==> config.mk <==
export PLATFORM = sky130hd
export DESIGN_NAME = tlk2711_reg_arb
export DESIGN_NICKNAME = d
export VERILOG_FILES = /design/src/rtl/tlk2711_reg_pkg.sv /design/src/rtl/tlk2711_reg_slot.sv /design/src/rtl/tlk2711_reg_arb.sv
export SDC_FILE = /design/constraint.sdc
export NUM_CORES = 1
export LEC_CHECK = 0
export CORE_AREA = 2 2 204 206
export DETAILED_ROUTE_END_ITERATION = 12
export DIE_AREA = 0 0 206 208
export GPL_TIMING_DRIVEN = 0
export PLACE_DENSITY_LB_ADDON = 0.12
export SLEW_MARGIN = 0
export SYNTH_ARGS = -nofsm -noshare
export SYNTH_HDL_FRONTEND = slang
export SYNTH_SLANG_ARGS = --single-unit
==> constraint.sdc <==
create_clock -name clk -period 2.2 [get_ports clk]
set_input_delay 0.22 -clock clk [delete_from_list [all_inputs] [get_ports clk]]
set_output_delay 0.22 -clock clk [all_outputs]
set_load 0.05 [all_outputs]
==> src/rtl/tlk2711_reg_pkg.sv <==
// rtl/tlk2711_reg_pkg.sv - shared types, widths and helpers for the TLK2711 register arbiter
package tlk2711_reg_pkg;

    localparam int DEF_ADDR_WIDTH = 16;
    localparam int DEF_DATA_WIDTH = 64;
    localparam int CNT_WIDTH      = 16;

    typedef enum logic [1:0] {
        ST_IDLE    = 2'd0,
        ST_ISSUE   = 2'd1,
        ST_RD_WAIT = 2'd2
    } arb_state_e;

    typedef enum logic {
        KIND_WR = 1'b0,
        KIND_RD = 1'b1
    } slot_kind_e;

    function automatic logic [CNT_WIDTH-1:0] sat_inc(input logic [CNT_WIDTH-1:0] v, input logic en);
        return (en && (v != {CNT_WIDTH{1'b1}})) ? v + 1'b1 : v;
    endfunction

endpackage

==> src/rtl/tlk2711_reg_slot.sv <==
// rtl/tlk2711_reg_slot.sv - one requester's single-entry write slot and read slot with overflow pulse
module tlk2711_reg_slot
    import tlk2711_reg_pkg::*;
#(
    parameter int ADDR_WIDTH = DEF_ADDR_WIDTH,
    parameter int DATA_WIDTH = DEF_DATA_WIDTH
) (
    input  logic                  clk,
    input  logic                  rst,
    input  logic                  i_wen,
    input  logic [ADDR_WIDTH-1:0] i_waddr,
    input  logic [DATA_WIDTH-1:0] i_wdata,
    input  logic                  i_ren,
    input  logic [ADDR_WIDTH-1:0] i_raddr,
    input  logic                  i_wr_issue,
    input  logic                  i_rd_issue,
    output logic                  o_wr_full,
    output logic [ADDR_WIDTH-1:0] o_waddr,
    output logic [DATA_WIDTH-1:0] o_wdata,
    output logic                  o_rd_full,
    output logic [ADDR_WIDTH-1:0] o_raddr,
    output logic                  o_ovf
);

    logic                  wr_full_q, wr_full_d;
    logic [ADDR_WIDTH-1:0] waddr_q, waddr_d;
    logic [DATA_WIDTH-1:0] wdata_q, wdata_d;
    logic                  rd_full_q, rd_full_d;
    logic [ADDR_WIDTH-1:0] raddr_q, raddr_d;
    logic                  ovf_q, ovf_d;

    always_comb begin
        wr_full_d = wr_full_q;
        waddr_d   = waddr_q;
        wdata_d   = wdata_q;
        rd_full_d = rd_full_q;
        raddr_d   = raddr_q;
        if (i_wr_issue) wr_full_d = 1'b0;
        if (i_rd_issue) rd_full_d = 1'b0;
        // A slot being issued this cycle can take the new request immediately.
        if (i_wen && (!wr_full_q || i_wr_issue)) begin
            wr_full_d = 1'b1;
            waddr_d   = i_waddr;
            wdata_d   = i_wdata;
        end
        if (i_ren && (!rd_full_q || i_rd_issue)) begin
            rd_full_d = 1'b1;
            raddr_d   = i_raddr;
        end
        ovf_d = (i_wen && wr_full_q && !i_wr_issue) || (i_ren && rd_full_q && !i_rd_issue);
    end

    always_ff @(posedge clk) begin
        if (rst) begin
            wr_full_q <= 1'b0;
            waddr_q   <= '0;
            wdata_q   <= '0;
            rd_full_q <= 1'b0;
            raddr_q   <= '0;
            ovf_q     <= 1'b0;
        end else begin
            wr_full_q <= wr_full_d;
            waddr_q   <= waddr_d;
            wdata_q   <= wdata_d;
            rd_full_q <= rd_full_d;
            raddr_q   <= raddr_d;
            ovf_q     <= ovf_d;
        end
    end

    assign o_wr_full = wr_full_q;
    assign o_waddr   = waddr_q;
    assign o_wdata   = wdata_q;
    assign o_rd_full = rd_full_q;
    assign o_raddr   = raddr_q;
    assign o_ovf     = ovf_q;

endmodule

==> src/rtl/tlk2711_reg_arb.sv <==
// rtl/tlk2711_reg_arb.sv - two-requester round-robin register arbiter for tlk2711_top
// Optional drop counters: define TLK2711_REG_ARB_STATS_EN.
module tlk2711_reg_arb
    import tlk2711_reg_pkg::*;
#(
    parameter int ADDR_WIDTH = DEF_ADDR_WIDTH,
    parameter int DATA_WIDTH = DEF_DATA_WIDTH,
    parameter int RD_LAT     = 2
) (
    input  logic                  clk,
    input  logic                  rst,
    input  logic                  i_m0_wen,
    input  logic [ADDR_WIDTH-1:0] i_m0_waddr,
    input  logic [DATA_WIDTH-1:0] i_m0_wdata,
    input  logic                  i_m0_ren,
    input  logic [ADDR_WIDTH-1:0] i_m0_raddr,
    output logic [DATA_WIDTH-1:0] o_m0_rdata,
    output logic                  o_m0_rvalid,
    output logic                  o_m0_ovf,
    input  logic                  i_m1_wen,
    input  logic [ADDR_WIDTH-1:0] i_m1_waddr,
    input  logic [DATA_WIDTH-1:0] i_m1_wdata,
    input  logic                  i_m1_ren,
    input  logic [ADDR_WIDTH-1:0] i_m1_raddr,
    output logic [DATA_WIDTH-1:0] o_m1_rdata,
    output logic                  o_m1_rvalid,
    output logic                  o_m1_ovf,
    output logic                  o_reg_wen,
    output logic [ADDR_WIDTH-1:0] o_reg_waddr,
    output logic [DATA_WIDTH-1:0] o_reg_wdata,
    output logic                  o_reg_ren,
    output logic [ADDR_WIDTH-1:0] o_reg_raddr,
    input  logic [DATA_WIDTH-1:0] i_reg_rdata,
    output logic                  o_busy,
    output logic [CNT_WIDTH-1:0]  o_m0_drop_cnt,
    output logic [CNT_WIDTH-1:0]  o_m1_drop_cnt
);

    logic [1:0]            wr_full, rd_full, wr_issue, rd_issue, ovf, pend;
    logic [ADDR_WIDTH-1:0] waddr [2];
    logic [ADDR_WIDTH-1:0] raddr [2];
    logic [DATA_WIDTH-1:0] wdata [2];

    tlk2711_reg_slot #(.ADDR_WIDTH(ADDR_WIDTH), .DATA_WIDTH(DATA_WIDTH)) u_slot_m0 (
        .clk(clk), .rst(rst), .i_wen(i_m0_wen), .i_waddr(i_m0_waddr), .i_wdata(i_m0_wdata),
        .i_ren(i_m0_ren), .i_raddr(i_m0_raddr), .i_wr_issue(wr_issue[0]), .i_rd_issue(rd_issue[0]),
        .o_wr_full(wr_full[0]), .o_waddr(waddr[0]), .o_wdata(wdata[0]),
        .o_rd_full(rd_full[0]), .o_raddr(raddr[0]), .o_ovf(ovf[0])
    );

    tlk2711_reg_slot #(.ADDR_WIDTH(ADDR_WIDTH), .DATA_WIDTH(DATA_WIDTH)) u_slot_m1 (
        .clk(clk), .rst(rst), .i_wen(i_m1_wen), .i_waddr(i_m1_waddr), .i_wdata(i_m1_wdata),
        .i_ren(i_m1_ren), .i_raddr(i_m1_raddr), .i_wr_issue(wr_issue[1]), .i_rd_issue(rd_issue[1]),
        .o_wr_full(wr_full[1]), .o_waddr(waddr[1]), .o_wdata(wdata[1]),
        .o_rd_full(rd_full[1]), .o_raddr(raddr[1]), .o_ovf(ovf[1])
    );

    arb_state_e            state_q, state_d;
    slot_kind_e            kind_q, kind_d, sel_kind;
    logic                  gnt_q, gnt_d, last_q, last_d, sel;
    logic [2:0]            lat_q, lat_d;
    logic                  reg_wen_q, reg_wen_d, reg_ren_q, reg_ren_d;
    logic [ADDR_WIDTH-1:0] reg_waddr_q, reg_waddr_d, reg_raddr_q, reg_raddr_d;
    logic [DATA_WIDTH-1:0] reg_wdata_q, reg_wdata_d;
    logic [DATA_WIDTH-1:0] rdata_q [2];
    logic [DATA_WIDTH-1:0] rdata_d [2];
    logic [1:0]            rvalid_q, rvalid_d;

    // The pointer only advances on contended grants, so fairness is decided between competing requesters.
    assign pend     = wr_full | rd_full;
    assign sel      = (pend == 2'b11) ? ~last_q : pend[1];
    assign sel_kind = wr_full[sel] ? KIND_WR : KIND_RD;

    always_comb begin
        state_d     = state_q;
        kind_d      = kind_q;
        gnt_d       = gnt_q;
        last_d      = last_q;
        lat_d       = lat_q;
        reg_wen_d   = 1'b0;
        reg_ren_d   = 1'b0;
        reg_waddr_d = reg_waddr_q;
        reg_wdata_d = reg_wdata_q;
        reg_raddr_d = reg_raddr_q;
        rdata_d[0]  = rdata_q[0];
        rdata_d[1]  = rdata_q[1];
        rvalid_d    = 2'b00;
        wr_issue    = 2'b00;
        rd_issue    = 2'b00;
        case (state_q)
            ST_IDLE: begin
                if (|pend) begin
                    state_d = ST_ISSUE;
                    gnt_d   = sel;
                    kind_d  = sel_kind;
                    if (&pend) last_d = sel;
                    if (sel_kind == KIND_WR) begin
                        reg_wen_d   = 1'b1;
                        reg_waddr_d = waddr[sel];
                        reg_wdata_d = wdata[sel];
                    end else begin
                        reg_ren_d   = 1'b1;
                        reg_raddr_d = raddr[sel];
                    end
                end
            end
            ST_ISSUE: begin
                if (kind_q == KIND_WR) begin
                    wr_issue[gnt_q] = 1'b1;
                    state_d         = ST_IDLE;
                end else begin
                    rd_issue[gnt_q] = 1'b1;
                    state_d         = ST_RD_WAIT;
                    lat_d           = 3'd1;
                end
            end
            ST_RD_WAIT: begin
                if (lat_q == 3'(RD_LAT)) begin
                    state_d         = ST_IDLE;
                    rvalid_d[gnt_q] = 1'b1;
                    rdata_d[gnt_q]  = i_reg_rdata;
                end else begin
                    lat_d = lat_q + 3'd1;
                end
            end
            default: state_d = ST_IDLE;
        endcase
    end

    always_ff @(posedge clk) begin
        if (rst) begin
            state_q     <= ST_IDLE;
            kind_q      <= KIND_WR;
            gnt_q       <= 1'b0;
            last_q      <= 1'b1;
            lat_q       <= '0;
            reg_wen_q   <= 1'b0;
            reg_ren_q   <= 1'b0;
            reg_waddr_q <= '0;
            reg_wdata_q <= '0;
            reg_raddr_q <= '0;
            rdata_q[0]  <= '0;
            rdata_q[1]  <= '0;
            rvalid_q    <= 2'b00;
        end else begin
            state_q     <= state_d;
            kind_q      <= kind_d;
            gnt_q       <= gnt_d;
            last_q      <= last_d;
            lat_q       <= lat_d;
            reg_wen_q   <= reg_wen_d;
            reg_ren_q   <= reg_ren_d;
            reg_waddr_q <= reg_waddr_d;
            reg_wdata_q <= reg_wdata_d;
            reg_raddr_q <= reg_raddr_d;
            rdata_q[0]  <= rdata_d[0];
            rdata_q[1]  <= rdata_d[1];
            rvalid_q    <= rvalid_d;
        end
    end

`ifdef TLK2711_REG_ARB_STATS_EN
    logic [CNT_WIDTH-1:0] drop0_q, drop0_d, drop1_q, drop1_d;

    always_comb begin
        drop0_d = sat_inc(drop0_q, ovf[0]);
        drop1_d = sat_inc(drop1_q, ovf[1]);
    end

    always_ff @(posedge clk) begin
        if (rst) begin
            drop0_q <= '0;
            drop1_q <= '0;
        end else begin
            drop0_q <= drop0_d;
            drop1_q <= drop1_d;
        end
    end

    assign o_m0_drop_cnt = drop0_q;
    assign o_m1_drop_cnt = drop1_q;
`else
    assign o_m0_drop_cnt = '0;
    assign o_m1_drop_cnt = '0;
`endif

    assign o_reg_wen   = reg_wen_q;
    assign o_reg_ren   = reg_ren_q;
    assign o_reg_waddr = reg_waddr_q;
    assign o_reg_wdata = reg_wdata_q;
    assign o_reg_raddr = reg_raddr_q;
    assign o_m0_rdata  = rdata_q[0];
    assign o_m1_rdata  = rdata_q[1];
    assign o_m0_rvalid = rvalid_q[0];
    assign o_m1_rvalid = rvalid_q[1];
    assign o_m0_ovf    = ovf[0];
    assign o_m1_ovf    = ovf[1];
    assign o_busy      = (state_q != ST_IDLE);

endmodule

# Word-level counts from Yosys, hierarchy flattened
# Memory sizes are Yosys's and may differ from the RTL's.
# Index checks and enable logic that the tools add are counted.
[word_totals]
word_cells = 139
ramBits = 128
output_inout_bits = 263
ff_bits = 306
n_memories = 1
[classes]
add_sub_neg = 1
n_bitwise = 11
magnitude_cmp = 6
muxes = 45
n_reduce_logical = 44
n_eq_ne = 8
[memory_table]
columns = ["name", "words", "word_bits", "read_ports", "rd_clocked_by_memory_dff", "wr", "line_no", "rtl"]
rows = [
  ["rdata_q", 2, 64, 2, 0, 2, "tlk2711_reg_arb.sv:65", "logic [DATA_WIDTH-1:0] rdata_q [2];"],
]
[ops]
columns = ["operator", "count"]
rows = [
  ["$mux W64", 6],
  ["$mux W128", 2],
  ["$bwmux W128", 1],
  ["$mux W16", 6],
  ["$demux W64 S1", 1],
  ["$mux W1", 17],
  ["$logic_and A1 B1 Y1", 14],
  ["$mux W2", 7],
  ["$reduce_bool A2 Y1", 6],
  ["$reduce_and A3 Y1", 3],
  ["$logic_not A1 Y1", 8],
  ["$ne A2 B2 Y1 const B", 4],
  ["$logic_or A1 B1 Y1", 6],
  ["$mux W3", 2],
  ["$not A1 Y1", 6],
  ["$pmux W2 S3", 1],
  ["$pmux W3 S2", 1],
  ["$reduce_or A3 Y1", 2],
  ["$eq A2 B2 Y1 const B", 2],
  ["$ge A2 B2 Y1 const B", 2],
  ["$lt A1 B2 Y1 const B", 2],
  ["$not A1 Y2", 2],
  ["$reduce_and A2 Y1", 2],
  ["$reduce_and A4 Y1", 1],
  ["10 further kinds", 11],
]

# Depth between registers and ports, before layout
# Gate-level depths: netlist (run 1).
[logic_depth]
ltp_word = 9
depth_mapped = 9

# Modules after synthesis
# Synthesis (run 1) repeated with hierarchy kept, for this count alone.
[hier_totals]
cells_unflattened = 2066
area_unflattened_um2 = 19053.3
[by_module_without_submodules]
columns = ["mod", "cells_each", "area_per_inst_um2", "n_inst"]
rows = [
  ["tlk2711_reg_arb", 1208, 10044.6, 1],
  ["tlk2711_reg_slot", 429, 4504.3, 2],
]

# Worst setup path before layout (run 1)
# No wires, ideal clock.
[synth_path]
path_type = "flip-flop to flip-flop"
start = "register u_slot_m0.wr_full_q (netlist: u_slot_m0.o_wr_full)"
end = "register reg_raddr_q[10] (netlist: o_reg_raddr[10])"
slack_ps = 438
setup_ps = 121
required_time_ps = 2079
n_path_buf = 2
arrival_time_ps = 1642
path_stages_with_launch = 6
path_cell_list = "dfxtp_1 buf_2 a21oi_1 o21ai_1 buf_2 mux2_2"
[synth_between]
elab_chain_len = 7
[synth_rtl]
columns = ["element", "line_no", "rtl"]
rows = [
  ["start: declaration", "tlk2711_reg_slot.sv:25", "logic wr_full_q, wr_full_d;"],
  ["start signal: assignment", "tlk2711_reg_slot.sv:62", "wr_full_q <= wr_full_d;"],
  ["$or A2 B2 Y2", "tlk2711_reg_arb.sv:70", "assign pend = wr_full | rd_full;"],
  ["$eq A2 B2 Y1", "tlk2711_reg_arb.sv:71", "assign sel = (pend == 2'b11) ? ~last_q : pend[1];"],
  ["$mux W1", "tlk2711_reg_arb.sv:71", ""],
  ["$mux W1 (implied by the code) / $not A1 Y2 (equally long branches)", "tlk2711_reg_arb.sv:72, tlk2711_reg_arb.sv:103", ""],
  ["$mux W1 (implied by the code) / $mux W16 (equally long branches)", "tlk2711_reg_arb.sv:72, tlk2711_reg_arb.sv:103", ""],
  ["$not A1 Y1 (no source line) / $mux W16 (equally long branches)", "n/a", ""],
  ["$reduce_and A3 Y1 (no source line) / $mux W16 (equally long branches)", "n/a", ""],
  ["end signal: assignment", "tlk2711_reg_arb.sv:155", "reg_raddr_q <= reg_raddr_d;"],
  ["end: declaration", "tlk2711_reg_arb.sv:63", "logic [ADDR_WIDTH-1:0] reg_waddr_q, reg_waddr_d, reg_raddr_q, reg_raddr_d;"],
]
# Parallel ways exist; a longest one is shown, timed or not. The select of a mux whose other input is x is not followed.
# A chain may end at the register's enable or synchronous reset.

# Worst setup path in the final report (run 1)
[layout_path]
start = "register u_slot_m0.rd_full_q (netlist: u_slot_m0.o_rd_full)"
end = "register reg_waddr_q[6] (netlist: o_reg_waddr[6])"
[layout_between]
elab_chain_len = 7
[layout_rtl]
columns = ["element", "line_no", "rtl"]
rows = [
  ["start: declaration", "tlk2711_reg_slot.sv:28", "logic rd_full_q, rd_full_d;"],
  ["start signal: assignment", "tlk2711_reg_slot.sv:65", "rd_full_q <= rd_full_d;"],
  ["$or A2 B2 Y2 *", "tlk2711_reg_arb.sv:70", ""],
  ["$eq A2 B2 Y1", "tlk2711_reg_arb.sv:71", ""],
  ["$mux W1", "tlk2711_reg_arb.sv:71", ""],
  ["$not A1 Y2 (implied by the code)", "tlk2711_reg_arb.sv:99", "reg_waddr_d = waddr[sel];"],
  ["$mux W16 (implied by the code) (3 in a row)", "tlk2711_reg_arb.sv:99", ""],
  ["end signal: assignment", "tlk2711_reg_arb.sv:153", "reg_waddr_q <= reg_waddr_d;"],
  ["end: declaration", "tlk2711_reg_arb.sv:63", ""],
]
# Every way passes the cells marked *; elsewhere a longest branch is shown, timed or not. The select of a mux whose other input is x is not followed.

==> metrics.txt, run 1 <==
H-tree depth 2; Clk pin slew, worst setup/hold paths 60 ps; DRT Pass-1 Iters 6; clock root cell clkbuf_16; WP buf/inv 1; Core Area 40600 µm²; share of synthesized registers carrying an async set or reset 0; Crit Path Class reg -> reg; Hold Buf Count CTS 0; area delta synth->final 44.6%; final clock skew 28.6 ps; via/cell ratio 5.06; Rel. slew slack 0.424; WHS 183 ps; #FFs+latches synth 434; Rows 74; pwr/cell area 847 nW/µm²; period utilisation layout 0.927; final hold violations 0; slowest stage delay, CP 500 ps; Crit. End Element register; Final Wtd Congestion 0.863; dpl ws -974 ps; Post-synth top cells nand2_1 (770), dfxtp_1 (434), a21oi_1 (410), clkbuf_1 (123), a311oi_1 (80); latest clock arrival within the worst-skew pair 580 ps; Placed Instance Area 22100 µm²; post-route ant nets 0; post-synthesis sequential area ratio 0.530; vias in the first global route 15600; Worst EP arrival 2520 ps; critical path data required time 2680 ps; worst setup margin 161 ps; dominant synthesized flop cell dfxtp_1; Post-DP HPWL 43.9 mm; Syn Inst Count 2060; count of cell types in the netlist 41; CTS buffer count 46; number of synthesized flops with an enable pin 0; final setup vio count 0; Yosys warnings 0; critical path's slowest cell clkbuf_1; CTS tree done; DR iter-0 viols 967; Worst setup SP type register; worst min path class in -> reg; chip height 208 µm; nets 2893; share of layout cells above drive strength 1 0.0729; top cells by area, synth dfxtp_1 (53%), nand2_1 (18%), a21oi_1 (13%); largest net degree at the start of global routing 14; Ports 525; Yosys top cell by area dfxtp_1; VDD IR-drop max 519 µV; Remaining DRCs 0; CP Cell Sequence o21a_1 > nor2_4 > clkbuf_1 > nand2_1 > a311oi_1; Slew Viols, Final 0; Worst-Margin Slew 865 ps; die area 42800 µm²; clock buffer depth 3; gr usage total 0.264; antenna violations before repair 8; global-route wire length before repair 87.3 mm; routed len/inst 18.2 µm; top cell type's share of synthesized area 0.530; Max Freq 490 MHz; synthesized area per cell 7.96 µm²; Routed WL 58.4 mm; crit-path leading delay family compound AO/OA/AOI/OAI gates; Cell Area, Synth 16400 µm²; CP Max Fanout 10; fin area 23700 µm²; status finished, final reports clean; CTS Sinks 434; Tmin final 2040 ps; Starting Density 0.404; gr ovfl total 0; Leak Pwr 8.48 nW; Max Cap Viol 0; Die Wd 206 µm; IO Port Bufs 491; post-layout util 0.585; Via Count 16200; count leader, synth nand2_1; setup tns final 0 ps
## through the flow
| stage | power, mW | cells |
|---|---|---|
| global route | 20.8 | 3200 |
| floorplan | 11.0 | 2091 |
| CTS | 20.2 | 3192 |
| detailed placement | 12.6 | 3114 |
| global placement | 12.5 | 3114 |
| finish | 20.1 | 3202 |
## state kept, by name (all words and copies together) (netlist names), 2 cells and up
name,count
lat_q,3
o_reg_raddr,16
o_reg_waddr,16
o_reg_wdata,64
rdata_q,128
rvalid_q,2
state_q,2
u_slot_m0.o_raddr,16
u_slot_m0.o_waddr,16
u_slot_m0.o_wdata,64
u_slot_m1.o_raddr,16
u_slot_m1.o_waddr,16
u_slot_m1.o_wdata,64
## kinds of logic (layout without fill, tap and decap cells)
family | Yosys count | count (layout) | share of synthesized area
muxes | 33 | 33 | 0.0214
and+or+nand+nor | 861 | 861 | 0.206
DFF | 434 | 434 | 0.530
buffers and inverters | 205 | 776 | 0.0599
xor gates and xnor gates | 2 | 2 | 0.00107
other | 1 | 40 | 0.000229
AOI/OAI and AO/OA | 522 | 522 | 0.180
adders and majority gates | 2 | 2 | 0.00153
## worst register-to-register path, cell delays in order (launching register included)
cell and delay (ps):
dfxtp_1 350, o21a_1 340, nor2_4 370, clkbuf_1 500, nand2_1 110, a311oi_1 290
## path summary, 6_finish.rpt
| kind | start | to | slack, ps | cells past startpoint |
|---|---|---|---|---|
| max | u_slot_m0.o_rd_full$_SDFFE_PP0P_ | o_reg_waddr[6]$_SDFFE_PP0P_ | 160 | 5 |
| min | rst | o_reg_raddr[2]$_SDFFE_PP0P_ | 180 | 3 |
| max reg2reg | u_slot_m0.o_rd_full$_SDFFE_PP0P_ | o_reg_waddr[6]$_SDFFE_PP0P_ | 160 | 5 |
| min reg2reg | rdata_q[0][123]$_SDFFE_PP0P_ | rdata_q[0][123]$_SDFFE_PP0P_ | 450 | 2 |
## power by group
part           total, mW  internal [mW]  leakage [nW]  switching, mW
logic               3.83           1.40          4.22           2.42
clock network       7.61           4.46         0.717           3.15
registers           8.64           8.33          3.54          0.309
total               20.1           14.2          8.48           5.88
## layout by cell type, fill, tap and decap left out, drive strengths merged, types with 2 or more instances in the layout
master and n:
nand2 770, clkdlybuf4s50 490, dfxtp 434, a21oi 410, clkbuf 192, a311oi 80, buf 75, conb 32
nor2 32, nand3 20, o21ai 19, nor2b 18, mux2i 17, mux2 16, diode 8, inv 7
nand2b 6, clkinv 6, nor3 6, or3 3, a21boi 3, a21bo 3, a211oi 2, ha 2
bufinv 2, clkinvlp 2
## metal layers
layer	track usage	vias up	share of wire
met2	0.429	552	0.47
met5	0	-	0
met3	0.0559	108	0.074
li1	-	7943	-
met4	0.112	0	0.037
met1	0.337	7601	0.42
## cell type report
type,count,area (µm²)
clock buffers,70,1350
multi-input cells,1452,6900
fillers,3778,16800
plain buffers,194,983
diodes,8,20.0
flip-flops and latches,434,8690
clock inverters,11,114
well taps,532,666
inverters,6,22.5
repair buffers,495,4970
## timing repair
action,in CTS,in global routing
gates resized for setup,18,44
pin swaps,0,2
setup buffers,0,4
endpoints found under the setup margin,346,242
Power figures use the tool's default switching activity.
==> run 2, diff against run 1 <==
==> constraint.sdc (replaced) <==
create_clock -name clk -period 2.2 [get_ports clk]
set_input_delay 0.44 -clock clk [delete_from_list [all_inputs] [get_ports clk]]
set_output_delay 0.44 -clock clk [all_outputs]
set_load 0.05 [all_outputs]
==> run 2 against run 1 <==
  * Critical endpoint is now o_m0_rdata[32]
  * Global-route usage barely moved
  * Clock power about the same
  * Clock-buffer cell count unchanged
  * Critical path depth fell by 4
  * Critical path type is now reg -> out
  * Combinational power shrank 4%
==> metrics.txt, run 2 (synthesized netlist as in run 1, its figures left out) <==
latest clock arrival within the worst-skew pair 580 ps (about the same); Remaining DRCs 0 (unchanged); Starting Density 0.404 (unchanged); Max Freq 461 MHz (-6.1%); Rel. slew slack 0.581 (+0.157); chip height 208 µm (unchanged); Worst-Margin Slew 631 ps (-233 ps); final setup vio count 0 (unchanged); Placed Instance Area 22100 µm² (unchanged); clock root cell clkbuf_16; CTS Sinks 434 (unchanged); gr usage total 0.264 (+0.000399); Hold Buf Count CTS 0 (unchanged); Largest Register rdata_q; post-placement cell count 3114 (unchanged); multi-input logic area 6890 µm² (about the same); most frequent cells in the layout nand2_1 (769), dfxtp_1 (434), a21oi_1 (410), clkdlybuf4s50_1 (330), dlygate4sd2_1 (132); CTS buffer count 46 (unchanged); Worst EP arrival 1730 ps (-790 ps); # fillers 3805 (+0.71%); Crit Path Class reg -> out; Worst setup SP type register; area delta synth->final 44.0%; post-route ant nets 0 (unchanged); critical path data required time 1760 ps (-920 ps); global-route wire length before repair 87.4 mm (+0.13%); WHS 402 ps (+219 ps); clock buffer depth 3 (unchanged); WP buf/inv 1 (unchanged); Post-Layout Cell Count 3204 (+0.062%); fin area 23600 µm² (-0.43%); worst setup margin 29.0 ps (-132 ps); slowest stage delay, CP 820 ps (+320 ps); antenna violations before repair 8 (unchanged); Crit. End Element primary output; critical path's slowest cell clkdlybuf4s50_1; Reg area 8690 µm² (unchanged); Leak Pwr 9.55 nW (+13%); via/cell ratio 5.06 (about the same); Tmin final 2170 ps (+132 ps); Largest register FFs 128 (unchanged); final clock skew 24.6 ps (-4.03 ps); H-tree depth 2 (unchanged); Post-DP HPWL 43.9 mm (unchanged); period utilisation layout 0.987 (+0.0600); DRT Pass-1 Iters 5 (-1); Design Power 19.9 mW (-0.68%); Clk pin slew, worst setup/hold paths 60 ps (about the same); largest net degree at the start of global routing 14 (unchanged); commonest non-fill, non-tap cell in the layout nand2_1; worst min path class in -> reg; Via Count 16200 (+0.099%); share of layout cells above drive strength 1 0.0718 (-0.00113); nets 2893 (unchanged); RSZ-0062 raised after global routing yes; final hold violations 0 (unchanged); routed len/inst 18.2 µm (-0.11%); CP Max Fanout 2 (-8); Routed WL 58.4 mm (about the same); vias in the first global route 15600 (-0.013%); Slew Viols, Final 0 (unchanged); pwr/cell area 845 nW/µm² (-0.25%); post-layout util 0.582 (-0.00253); Die Wd 206 µm (unchanged); Final Wtd Congestion 0.863 (unchanged); setup tns final 0 ps (unchanged); Ports 525 (unchanged); IO Port Bufs 491 (unchanged); Rows 74 (unchanged); CTS tree done; status finished, final reports clean; die area 42800 µm² (unchanged); crit-path leading delay family buffers and inverters; DR iter-0 viols 943 (-2.5%); gr ovfl total 0 (unchanged); VDD IR-drop max 516 µV (-0.49%); Core Area 40600 µm² (unchanged); dpl ws -1190 ps (-220 ps); CP Cell Sequence clkdlybuf4s50_1; Max Cap Viol 0 (unchanged)
run 2: cell types whose count changed in the layout (fill, tap and decap cells not counted), moves of 2 or more:
cell	before	now
clkdlybuf4s50_1	490	330
dlygate4sd2_1	1	132
clkbuf_1	112	117
dlymetal6s2s_1	0	28
clkbuf_2	24	19
diode_2	8	10
run 2: what timing repair did:
| action | in CTS | in global routing |
|---|---|---|
| hold endpoints to repair | 0 | 0 |
| cloned | 0 | 0 |
| resized for setup | 153 | 60 |
| pin swaps | 0 | 2 |
| setup buffers | 0 | 4 |
| setup endpoints to repair | 514 | 275 |
run 2: worst reg2reg max path, delay by kind of cell, from the launching register on:
family / cells / cell delay [ps]
buf+inv: 3 / 700
compound gates: 1 / 270
simple gates: 3 / 730
flops: 1 / 290
run 2: power breakdown:
group	switching (mW)	internal, mW	total (mW)
Combinational	2.42	1.28	3.69
Sequential	0.304	8.33	8.64
Clock	3.15	4.46	7.61
run 2: path summary, 6_finish.rpt:
check                                   start                           end  slack (ps)  cells past startpoint
min reg2reg      rdata_q[0][123]$_SDFFE_PP0P_  rdata_q[0][123]$_SDFFE_PP0P_         450                      2
min                                       rst   o_reg_raddr[2]$_SDFFE_PP0P_         400                      3
max reg2reg  u_slot_m1.o_wr_full$_SDFFE_PP0P_  o_reg_wdata[46]$_SDFFE_PP0P_         120                      7
max               rdata_q[0][32]$_SDFFE_PP0P_                o_m0_rdata[32]          30                      1
run 2: layout make-up:
class	instances	share of cell area
Inverter	6	0.000954
Clock inverter	11	0.00482
Antenna cell	10	0.00106
Sequential cell	434	0.368
Clock buffer	70	0.0573
Timing Repair Buffer	495	0.207
Multi-Input combinational cell	1452	0.292
Tap cell	532	0.0282
Buffer	194	0.0411
run 2: layer usage:
metal | GRT usage | routed length, µm
met5 | 0 | 0
met4 | 0.111 | 2300
met3 | 0.0550 | 4340
met2 | 0.431 | 27300
met1 | 0.337 | 24400
==> run 3, diff against run 2 <==
ABC_AREA = 1   (was not set)
CORE_AREA = not set   (was 2 2 204 206)
CORE_MARGIN = 2   (was not set)
CORE_UTILIZATION = 49   (was not set)
DIE_AREA = not set   (was 0 0 206 208)
SYNTH_HIERARCHICAL = 1   (was not set)
==> run 3 against run 2 <==
  * Utilization is 10 points higher
  * Clock skew fell by 11 ps
  * Cell count is 25% higher
  * Clock power fell by 0.9%
  * Global-route usage grew 5.2 points
  * Sequential cell count is the same
  * Sequential power up 2.4%
  * Routed wire length rose by 14%
  * Synthesized cell count grew 40%
  * Die area decreased by 4.3%
  * Largest power group unchanged
  * Highest routed layer is now met5
==> metrics.txt, run 3 <==
largest net degree at the start of global routing 13 (-1); pwr/cell area 820 nW/µm² (-2.9%); critical path data required time 1760 ps (about the same); worst setup margin 27.6 ps (-1.34 ps); routed len/inst 16.6 µm (-8.7%); Core Area 38700 µm² (-4.5%); vias in the first global route 19400 (+24%); Final Wtd Congestion 0.927 (+7.3%); post-layout util 0.685 (+0.103); WHS 241 ps (-161 ps); Rel. slew slack 0.540 (-0.0407); Leak Pwr 13.3 nW (+39%); final hold violations 0 (unchanged); gr usage total 0.316 (+0.0518); count leader, synth nand2_1; final setup vio count 0 (unchanged); CTS tree done; final clock skew 13.5 ps (-11.1 ps); number of synthesized flops with an enable pin 0 (unchanged); post-synthesis sequential area ratio 0.450 (-0.0798); dpl ws -984 ps (+210 ps); DR iter-0 viols 1197 (+27%); Remaining DRCs 0 (unchanged); worst hold stages 4 (+1); die area 41000 µm² (-4.3%); Routed WL 66.7 mm (+14%); Slew Viols, Final 0 (unchanged); Max Cap Viol 0 (unchanged); chip height 203 µm (-2.6%); status finished, final reports clean; CP Max Fanout 2 (unchanged); antenna violations before repair 6 (-2); IO Port Bufs 488 (-0.61%); Reg area 8690 µm² (about the same); Syn Inst Count 2889 (+40%); gr ovfl total 0 (unchanged); share of synthesized registers carrying an async set or reset 0 (unchanged); #FFs+latches synth 434 (unchanged); top cells by area, synth dfxtp_1 (45%), nand2_1 (14%), nand3_1 (11%); period utilisation layout 0.987 (about the same); Design Power 21.8 mW (+9.1%); # fillers 3432 (-9.8%); Largest Register rdata_q; share of layout cells above drive strength 1 0.0780 (+0.00623); clock root cell clkbuf_16; end point of the critical path o_reg_waddr[15]; CTS Sinks 434 (unchanged); reg2reg start u_slot_m0/o_wr_full$_SDFFE_PP0P_; clock buffer depth 3 (unchanged); CP Cell Sequence clkdlybuf4s50_1; Starting Density 0.498 (+0.0940); Post-synth top cells nand2_1 (717), dfxtp_1 (434), nand3_1 (426), nor2_1 (398), a21oi_1 (331); synthesized area per cell 6.68 µm² (-16%); Worst EP arrival 1730 ps (about the same); post-route ant nets 0 (unchanged); nets 3723 (+29%); RSZ-0062 raised after global routing no; Critical Path Stages 1 (unchanged); WP buf/inv 1 (unchanged); Via Count 20200 (+25%); latest clock arrival within the worst-skew pair 570 ps (about the same); slowest stage delay, CP 860 ps (+40 ps); global-route wire length before repair 103 mm (+17%); r2r setup slk 110 ps (about the same); Rows 72 (-2.7%); R2R depth 8 (+1); Post-DP HPWL 51.0 mm (+16%); dominant synthesized flop cell dfxtp_1; Largest register FFs 128 (unchanged); Tmin final 2170 ps (+1.34 ps); worst min path class in -> reg; Crit. End Element primary output; crit-path leading delay family buffers and inverters; Worst setup SP type register; crit path from o_reg_waddr[15]$_SDFFE_PP0P_; critical path's slowest cell clkdlybuf4s50_1; Max Freq 460 MHz (about the same); Ports 525 (unchanged); top cell type's share of synthesized area 0.450 (-0.0798); most frequent cells in the layout nand2_1 (717), dfxtp_1 (433), nand3_1 (426), nor2_1 (397), clkdlybuf4s50_1 (376); Crit Path Class reg -> out; area delta synth->final 37.4%; Die Wd 203 µm (-1.7%); Yosys top cell by area dfxtp_1; VDD IR-drop max 659 µV (+28%); H-tree depth 2 (unchanged); Worst-Margin Slew 693 ps (+61.2 ps); Worst R2R End o_reg_wdata[9]$_SDFFE_PP0P_; count of cell types in the netlist 21 (-49%); multi-input logic area 8240 µm² (+20%); Clk pin slew, worst setup/hold paths 60 ps (about the same); CTS buffer count 47 (+2.2%); Cell Area, Synth 19300 µm² (+18%); DRT Pass-1 Iters 6 (+1); Hold Buf Count CTS 0 (unchanged); via/cell ratio 5.04 (-0.41%); commonest non-fill, non-tap cell in the layout nand2_1; Yosys warnings 6 (+6)
## run 3: cell types whose count changed in the layout (fill, tap and decap cells not counted), moves of 46 or more
cell             change
nand2_1             -52
nor2_1             +369
buf_2               +63
a311oi_1            -80
nand3_1            +406
a21oi_1             -79
clkdlybuf4s50_1     +46
dlygate4sd2_1       -66
inv_1              +295
## run 3: how the worst min path moves through the flow
| stage | slack [ps] | end | startpoint |
|---|---|---|---|
| final | 240 | u_slot_m0/o_raddr[2]$_SDFFE_PP0P_ | i_m0_ren |
| after global routing | 240 | u_slot_m0/o_raddr[0]$_SDFFE_PP0P_ | i_m0_ren |
| after CTS | 210 | u_slot_m1/o_raddr[15]$_SDFFE_PP0P_ | i_m1_ren |
| after detailed placement | 450 | rdata_q[0][6]$_SDFFE_PP0P_ | rdata_q[0][6]$_SDFFE_PP0P_ |
| after global placement | 450 | rdata_q[0][20]$_SDFFE_PP0P_ | rdata_q[0][20]$_SDFFE_PP0P_ |
| after floorplan | 450 | u_slot_m0/o_raddr[0]$_SDFFE_PP0P_ | u_slot_m0/o_raddr[0]$_SDFFE_PP0P_ |
## run 3: layout make-up
class	instances	area share
antenna	4	0.000377
buffer	254	0.0519
clock buffer	68	0.0516
clock inverter	10	0.00292
inverter	312	0.0442
multi-input combinational	1919	0.311
sequential	434	0.328
tap	518	0.0244
timing repair buffer	491	0.186
## run 3: where the power goes
part | internal (mW) | total, mW | switching (mW)
registers | 8.49 | 8.85 | 0.357
clock network | 4.39 | 7.54 | 3.15
logic | 1.81 | 5.37 | 3.56
total | 14.7 | 21.8 | 7.07
## run 3: layer usage
metal  vias up  share of wire  track usage
met1      9176           0.39        0.369
met5         -        0.00051            0
met2       768           0.49        0.555
met3       172          0.066       0.0514
li1      10100              -            -
met4         4          0.054        0.168
## run 3: metrics by stage
step | cell area, µm² | instances | setup TNS (ps)
finish | 26500 | 4010 | 0
global route | 26500 | 4008 | 0
CTS | 26400 | 4004 | 0
detailed placement | 25000 | 3926 | -168380
global placement | 25000 | 3926 | -155600
floorplan | 19400 | 2920 | 0
## run 3: timing repair
| action | 4_1_cts | 5_1_grt |
|---|---|---|
| setup buffers | 0 | 3 |
| setup endpoints to repair | 376 | 215 |
| resized for setup | 82 | 69 |
| pin swaps | 0 | 1 |
## run 3: cell families after synthesis
group | after synthesis | synth area share
and+or+nand+nor | 1548 | 0.330
buffers and inverters | 567 | 0.131
DFF | 434 | 0.450
AOI/OAI and AO/OA | 337 | 0.0881
adders and majority gates | 2 | 0.00130
other | 1 | 0.000194
